===== src/rtl/asip_dmem_xbar_pkg.sv =====
// Shared encodings and default widths for the ASIP data-memory crossbar.
// Imported by the per-bank arbiter and the crossbar top.
package asip_dmem_xbar_pkg;

  localparam int MEM_W_DEF = 32;
  localparam int DMEMADDRW = 10;

  typedef enum logic {
    RW_WRITE = 1'b0,
    RW_READ  = 1'b1
  } rw_e;

  localparam logic EN_ACTIVE_B = 1'b0;
  localparam logic EN_IDLE_B   = 1'b1;

endpackage


===== src/rtl/asip_bank_arb.sv =====
// Per-bank arbiter: resolves core/host hits on one bank and muxes the winner
// onto that bank's SRAM control, data and address pins.
module asip_bank_arb
  import asip_dmem_xbar_pkg::*;
#(
  parameter int MEM_W = MEM_W_DEF,
  parameter int BA_W  = 9
) (
  input  logic             core_hit,
  input  logic             host_hit,
  input  logic             host_pri,
  input  logic             core_rw,
  input  logic [BA_W-1:0]  core_baddr,
  input  logic [MEM_W-1:0] core_wdat,
  input  logic             host_rw,
  input  logic [BA_W-1:0]  host_baddr,
  input  logic [MEM_W-1:0] host_wdat,
  output logic             core_win,
  output logic             host_win,
  output logic             en_b,
  output logic             rw,
  output logic [BA_W-1:0]  addr,
  output logic [MEM_W-1:0] wdat
);

  // Core owns the bank on a conflict unless the host has been starved.
  assign core_win = core_hit & (~host_hit | ~host_pri);
  assign host_win = host_hit & (~core_hit |  host_pri);

  always_comb begin
    en_b = EN_IDLE_B;
    rw   = RW_READ;
    addr = '0;
    wdat = '0;
    if (host_win) begin
      en_b = EN_ACTIVE_B;
      rw   = host_rw;
      addr = host_baddr;
      wdat = host_wdat;
    end else if (core_win) begin
      en_b = EN_ACTIVE_B;
      rw   = core_rw;
      addr = core_baddr;
      wdat = core_wdat;
    end
  end

endmodule


===== src/rtl/asip_dmem_xbar.sv =====
// Core/host to NBANK SRAM crossbar: combinational per-bank grant, host
// anti-starvation counter and one-cycle registered read-return routing.
module asip_dmem_xbar
  import asip_dmem_xbar_pkg::*;
#(
  parameter int MEM_W      = MEM_W_DEF,
  parameter int ADDR_W     = DMEMADDRW,
  parameter int NBANK      = 2,
  parameter int STARVE_MAX = 4,
  localparam int SEL_W     = $clog2(NBANK),
  localparam int BA_W      = ADDR_W - SEL_W
) (
  input  logic                   clk,
  input  logic                   reset_b,
  input  logic                   core_en_b,
  input  logic                   core_rw,
  input  logic [ADDR_W-1:0]      core_addr,
  input  logic [MEM_W-1:0]       core_wdat,
  output logic                   core_stall,
  output logic [MEM_W-1:0]       core_rdat,
  output logic                   core_rvalid,
  input  logic                   host_req,
  input  logic                   host_rw,
  input  logic [ADDR_W-1:0]      host_addr,
  input  logic [MEM_W-1:0]       host_wdat,
  output logic                   host_gnt,
  output logic [MEM_W-1:0]       host_rdat,
  output logic                   host_rvalid,
  output logic [NBANK-1:0]       bank_en_b,
  output logic [NBANK-1:0]       bank_rw,
  output logic [NBANK*BA_W-1:0]  bank_addr,
  output logic [NBANK*MEM_W-1:0] bank_wdat,
  input  logic [NBANK*MEM_W-1:0] bank_rdat
);

  localparam int CNT_W = (STARVE_MAX < 1) ? 1 : $clog2(STARVE_MAX + 1);

  logic             core_req;
  logic             host_act;
  logic [SEL_W-1:0] core_sel;
  logic [SEL_W-1:0] host_sel;
  logic [BA_W-1:0]  core_baddr;
  logic [BA_W-1:0]  host_baddr;
  logic [NBANK-1:0] core_hit;
  logic [NBANK-1:0] host_hit;
  logic [NBANK-1:0] core_win;
  logic [NBANK-1:0] host_win;
  logic             core_gnt;
  logic             host_pri;
  logic [CNT_W-1:0] starve_cnt;
  logic [MEM_W-1:0] rdat_arr [NBANK];

  logic             core_vld_p1;
  logic             host_vld_p1;
  logic [SEL_W-1:0] core_bank_p1;
  logic [SEL_W-1:0] host_bank_p1;

  // Holding reset kills every request, so all banks idle while reset_b is low.
  assign core_req   = (core_en_b == EN_ACTIVE_B) && reset_b;
  assign host_act   = host_req && reset_b;
  assign core_sel   = core_addr[ADDR_W-1 -: SEL_W];
  assign host_sel   = host_addr[ADDR_W-1 -: SEL_W];
  assign core_baddr = core_addr[BA_W-1:0];
  assign host_baddr = host_addr[BA_W-1:0];

  generate
    if (STARVE_MAX == 0) begin : g_host_first
      assign host_pri = 1'b1;
    end else begin : g_host_starve
      assign host_pri = (starve_cnt >= CNT_W'(STARVE_MAX));
    end
  endgenerate

  // ---- p0: request decode and per-bank arbitration
  generate
    for (genvar gi = 0; gi < NBANK; gi++) begin : g_bank
      assign core_hit[gi] = core_req && (core_sel == SEL_W'(gi));
      assign host_hit[gi] = host_act && (host_sel == SEL_W'(gi));
      assign rdat_arr[gi] = bank_rdat[gi*MEM_W +: MEM_W];

      asip_bank_arb #(
        .MEM_W (MEM_W),
        .BA_W  (BA_W)
      ) u_arb (
        .core_hit   (core_hit[gi]),
        .host_hit   (host_hit[gi]),
        .host_pri   (host_pri),
        .core_rw    (core_rw),
        .core_baddr (core_baddr),
        .core_wdat  (core_wdat),
        .host_rw    (host_rw),
        .host_baddr (host_baddr),
        .host_wdat  (host_wdat),
        .core_win   (core_win[gi]),
        .host_win   (host_win[gi]),
        .en_b       (bank_en_b[gi]),
        .rw         (bank_rw[gi]),
        .addr       (bank_addr[gi*BA_W +: BA_W]),
        .wdat       (bank_wdat[gi*MEM_W +: MEM_W])
      );
    end
  endgenerate

  assign core_gnt   = |core_win;
  assign host_gnt   = |host_win;
  assign core_stall = core_req & ~core_gnt;

  always_ff @(posedge clk or negedge reset_b) begin
    if (!reset_b) begin
      starve_cnt <= '0;
    end else if (host_act && !host_gnt) begin
      if (starve_cnt != CNT_W'(STARVE_MAX)) starve_cnt <= starve_cnt + 1'b1;
    end else begin
      starve_cnt <= '0;
    end
  end

  // ---- p1: registered read-return routing
  always_ff @(posedge clk or negedge reset_b) begin
    if (!reset_b) begin
      core_vld_p1 <= 1'b0;
      host_vld_p1 <= 1'b0;
    end else begin
      core_vld_p1 <= core_gnt && (core_rw == RW_READ);
      host_vld_p1 <= host_gnt && (host_rw == RW_READ);
    end
  end

  always_ff @(posedge clk) begin
    if (core_gnt) core_bank_p1 <= core_sel;
    if (host_gnt) host_bank_p1 <= host_sel;
  end

  assign core_rvalid = core_vld_p1;
  assign host_rvalid = host_vld_p1;
  assign core_rdat   = core_vld_p1 ? rdat_arr[core_bank_p1] : '0;
  assign host_rdat   = host_vld_p1 ? rdat_arr[host_bank_p1] : '0;

endmodule


===== config.mk =====
export PLATFORM = sky130hd
export DESIGN_NAME = asip_dmem_xbar
export DESIGN_NICKNAME = d
export VERILOG_FILES = /design/src/rtl/asip_dmem_xbar_pkg.sv /design/src/rtl/asip_bank_arb.sv /design/src/rtl/asip_dmem_xbar.sv
export SDC_FILE = /design/constraint.sdc
export NUM_CORES = 1
export LEC_CHECK = 0
export ABC_AREA = 1
export BUFFER_PORTS_ARGS = -buffer_cell sky130_fd_sc_hd__buf_4
export CAP_MARGIN = 20
export CORE_AREA = 4 4 119 121
export DETAILED_ROUTE_END_ITERATION = 8
export DIE_AREA = 0 0 123 125
export GPL_ROUTABILITY_DRIVEN = 1
export SLEW_MARGIN = 40
export SYNTH_ARGS = -nofsm -noshare
export SYNTH_HDL_FRONTEND = slang
export SYNTH_SLANG_ARGS = --single-unit

===== constraint.sdc =====
create_clock -name clk -period 1.5 [get_ports clk]
set_input_delay 0.15 -clock clk [delete_from_list [all_inputs] [get_ports clk]]
set_output_delay 0.15 -clock clk [all_outputs]
set_load 0.02 [all_outputs]

==> qor.csv <==
metric;value;unit
Post-synth EDFFs;2;
largest area contributor in the netlist;o21ai_0;
type of the worst setup path;reg -> out;
Std-Cell Rows;42;
slowest CP cell;dfrtp_1;
reg2reg setup slack;100;ps
Synth top area share;0.269;
Slew HR;0.779;
CP delay by family, top;buffers and inverters;
largest net degree at the start of global routing;34;
Die Ht;125;um
layout cells sized above 1;0.757;
Max Root-Sink Buffers;2;
pwr/cell area;364;nW/um^2
post-synthesis net count;649;
DRC;0;
Routed Wire Length;18900;um
nets;993;
crit share post-route;1.14;
post-synthesis sequential area ratio;0.0791;
Final setup viols;117;
leading cell type in the layout, fill and taps excluded;buf_4;
Vias/cell;4.78;
Placeable Area;13100;sq um
global placement routability congestion;0.798;
crit-path max FO;15;
CP endpoint kind;output port;
vias in the first global route;4255;
gr usage total;0.184;
CP Cell Sequence;inv_2 -> nand4_1 -> nand2_4 -> clkbuf_16 -> o21ai_1 -> buf_4;
Detailed Route Iter0 Violations;137;
grt ovf;0;
leading cell types in the layout, fill and taps excluded;buf_4, buf_6, o21ai_2;
Num Clock Sinks;7;
Fmax;584;MHz
Max stage delay on crit path;400;ps
final hold vios;0;
synth top area cells;o21ai_0, nor2_1, nand2_1, inv_1, dfrtp_1;
ys async rst share;0.714;
Tmin final;1710;ps
Placement Cell Area;4910;sq um
root buffer cell;clkbuf_16;
Mapped Area;2340;sq um
syn avg cell area;4.75;sq um
worst setup margin;-214;ps
final core occ;0.568;
die footprint;15400;sq um
Routed Antenna Nets;0;
diodes inserted;0;
antenna violations before repair;0;
number of max-cap violations;0;
WP data required;1350;ps
run status;complete, but fails checks;
failing checks;negative setup slack;
Starting Density;0.179;
H-tree Lvls;1;
Peak VDD IR;0.285;mV
area grow syn2layout;217;%
FF+latch count, synth;7;
clock-pin slew on the worst setup and hold paths;40;ps
Die X;123;um
first-pass GRT wire length;23100;um
Hold WS;137;ps
Filler Cell Count;1158;
area taken by multi-input logic gates;3040;sq um
Max Clock Skew;0.407;ps
number of port buffers;307;
Fin Setup TNS;-12320;ps
cell count after synthesis;493;
total CTS buffers;3;
Slew @ Worst Pin;332;ps
ys flop type;dfrtp_1;
clk_lat worst skew;230;ps
fin area;7440;sq um
post-detail-place hpwl;11100;um
drt pass-1 iters;5;
Synth Warn #;0;
DR WL/cell;18.7;um
Reg area;185;sq um
leak pwr;3.64;nW
Max Slew Vio Count;0;
worst hold path type;in -> reg;
Buf+Inv Stages, Crit Path;3;
RSZ-0062 raised after global routing;true;
distinct cell type count of the synthesized netlist;23;
Critical Path AT;1560;ps
TritonCTS clock tree;yes;
num ports;308;
Setup crit start kind;flip-flop;
vias;4836;
[final cells by class]
| class | instances | share of cell area |
|---|---|---|
| timing repair buffer | 376 | 0.494 |
| multi-input combinational | 392 | 0.409 |
| inverter | 57 | 0.0321 |
| tap | 176 | 0.0296 |
| sequential | 7 | 0.0249 |
| clock buffer | 4 | 0.0106 |
[Yosys cell counts (2+ instances only)]
cell type	count
nor2_1	133
o21ai_0	126
nand2_1	90
inv_1	55
o21ai_1	25
clkbuf_1	21
buf_4	9
dfrtp_1	5
nand2_2	4
nand3_1	4
nor2_4	3
buf_2	2
buf_6	2
clkbuf_8	2
edfxtp_1	2
ha_1	2
inv_2	2
[metal layers]
layer / vias up / wire, um / GRT usage
met1: 2220 / 6460 / 0.210
met3: 64 / 1840 / 0.0470
met4: 0 / 827 / 0.0443
met2: 292 / 9770 / 0.338
met5: - / 0 / 0
li1: 2260 / - / -
[path summary, 6_finish.rpt]
check | from | end | cells after the start
min in group asynchronous | reset_b | core_rvalid | 2
setup / recovery | starve_cnt[2] | bank_addr[15] | 6
setup reg to reg | starve_cnt[2] | core_bank_p1 | 7
hold reg to reg | starve_cnt[0] | starve_cnt[0] | 1
hold / removal | host_addr[9] | host_bank_p1 | 1
max in group asynchronous | reset_b | host_rvalid | 3
[stage by stage]
stage | cells | setup slack (ps) | total power, mW
floorplan | 493 | 9.62 | 0.780
global placement | 960 | 6.84 | 1.53
detailed placement | 960 | 23.9 | 1.53
CTS | 983 | -155 | 2.17
global route | 1012 | -290 | 2.83
finish | 1012 | -214 | 2.71
[report_power, final]
group / switching, mW / internal (mW)
registers: 0.00679 / 0.206
clock network: 0.105 / 0.354
logic: 1.06 / 0.968
[worst reg2reg max path, cell delays in order (launching register included)]
cell,delay [ps]
dfrtp_1,400
buf_6,150
buf_4,140
nand2_2,60
nand3_2,90
nand2_4,90
buf_4,100
buf_4,90
[timing repair]
| action | in CTS | in global routing |
|---|---|---|
| gates resized for setup | 132 | 459 |
| hold endpoints to repair | 5 | 0 |
| pin swaps | 3 | 86 |
| buffers inserted | 11 | 19 |
| gates cloned | 8 | 16 |
| setup endpoints to repair | 96 | 147 |
| hold buffers | 1 | 0 |
[logic make-up (layout without fill, tap and decap cells)]
group	count (synthesis)	in the layout	share of synthesized area
adders and majority gates	2	2	0.0107
xor gates and xnor gates	1	1	0.00374
and+or+nand+nor	235	236	0.394
AOI/OAI and AO/OA	153	153	0.330
DFF	7	7	0.0791
buffers and inverters	95	437	0.183
[state kept, by name (all words and copies together), names as in the netlist]
register and cells:
core_bank_p1 1, core_rvalid 1, host_bank_p1 1, host_rvalid 1, starve_cnt 3
No activity file was read; power rests on OpenSTA's default activity.
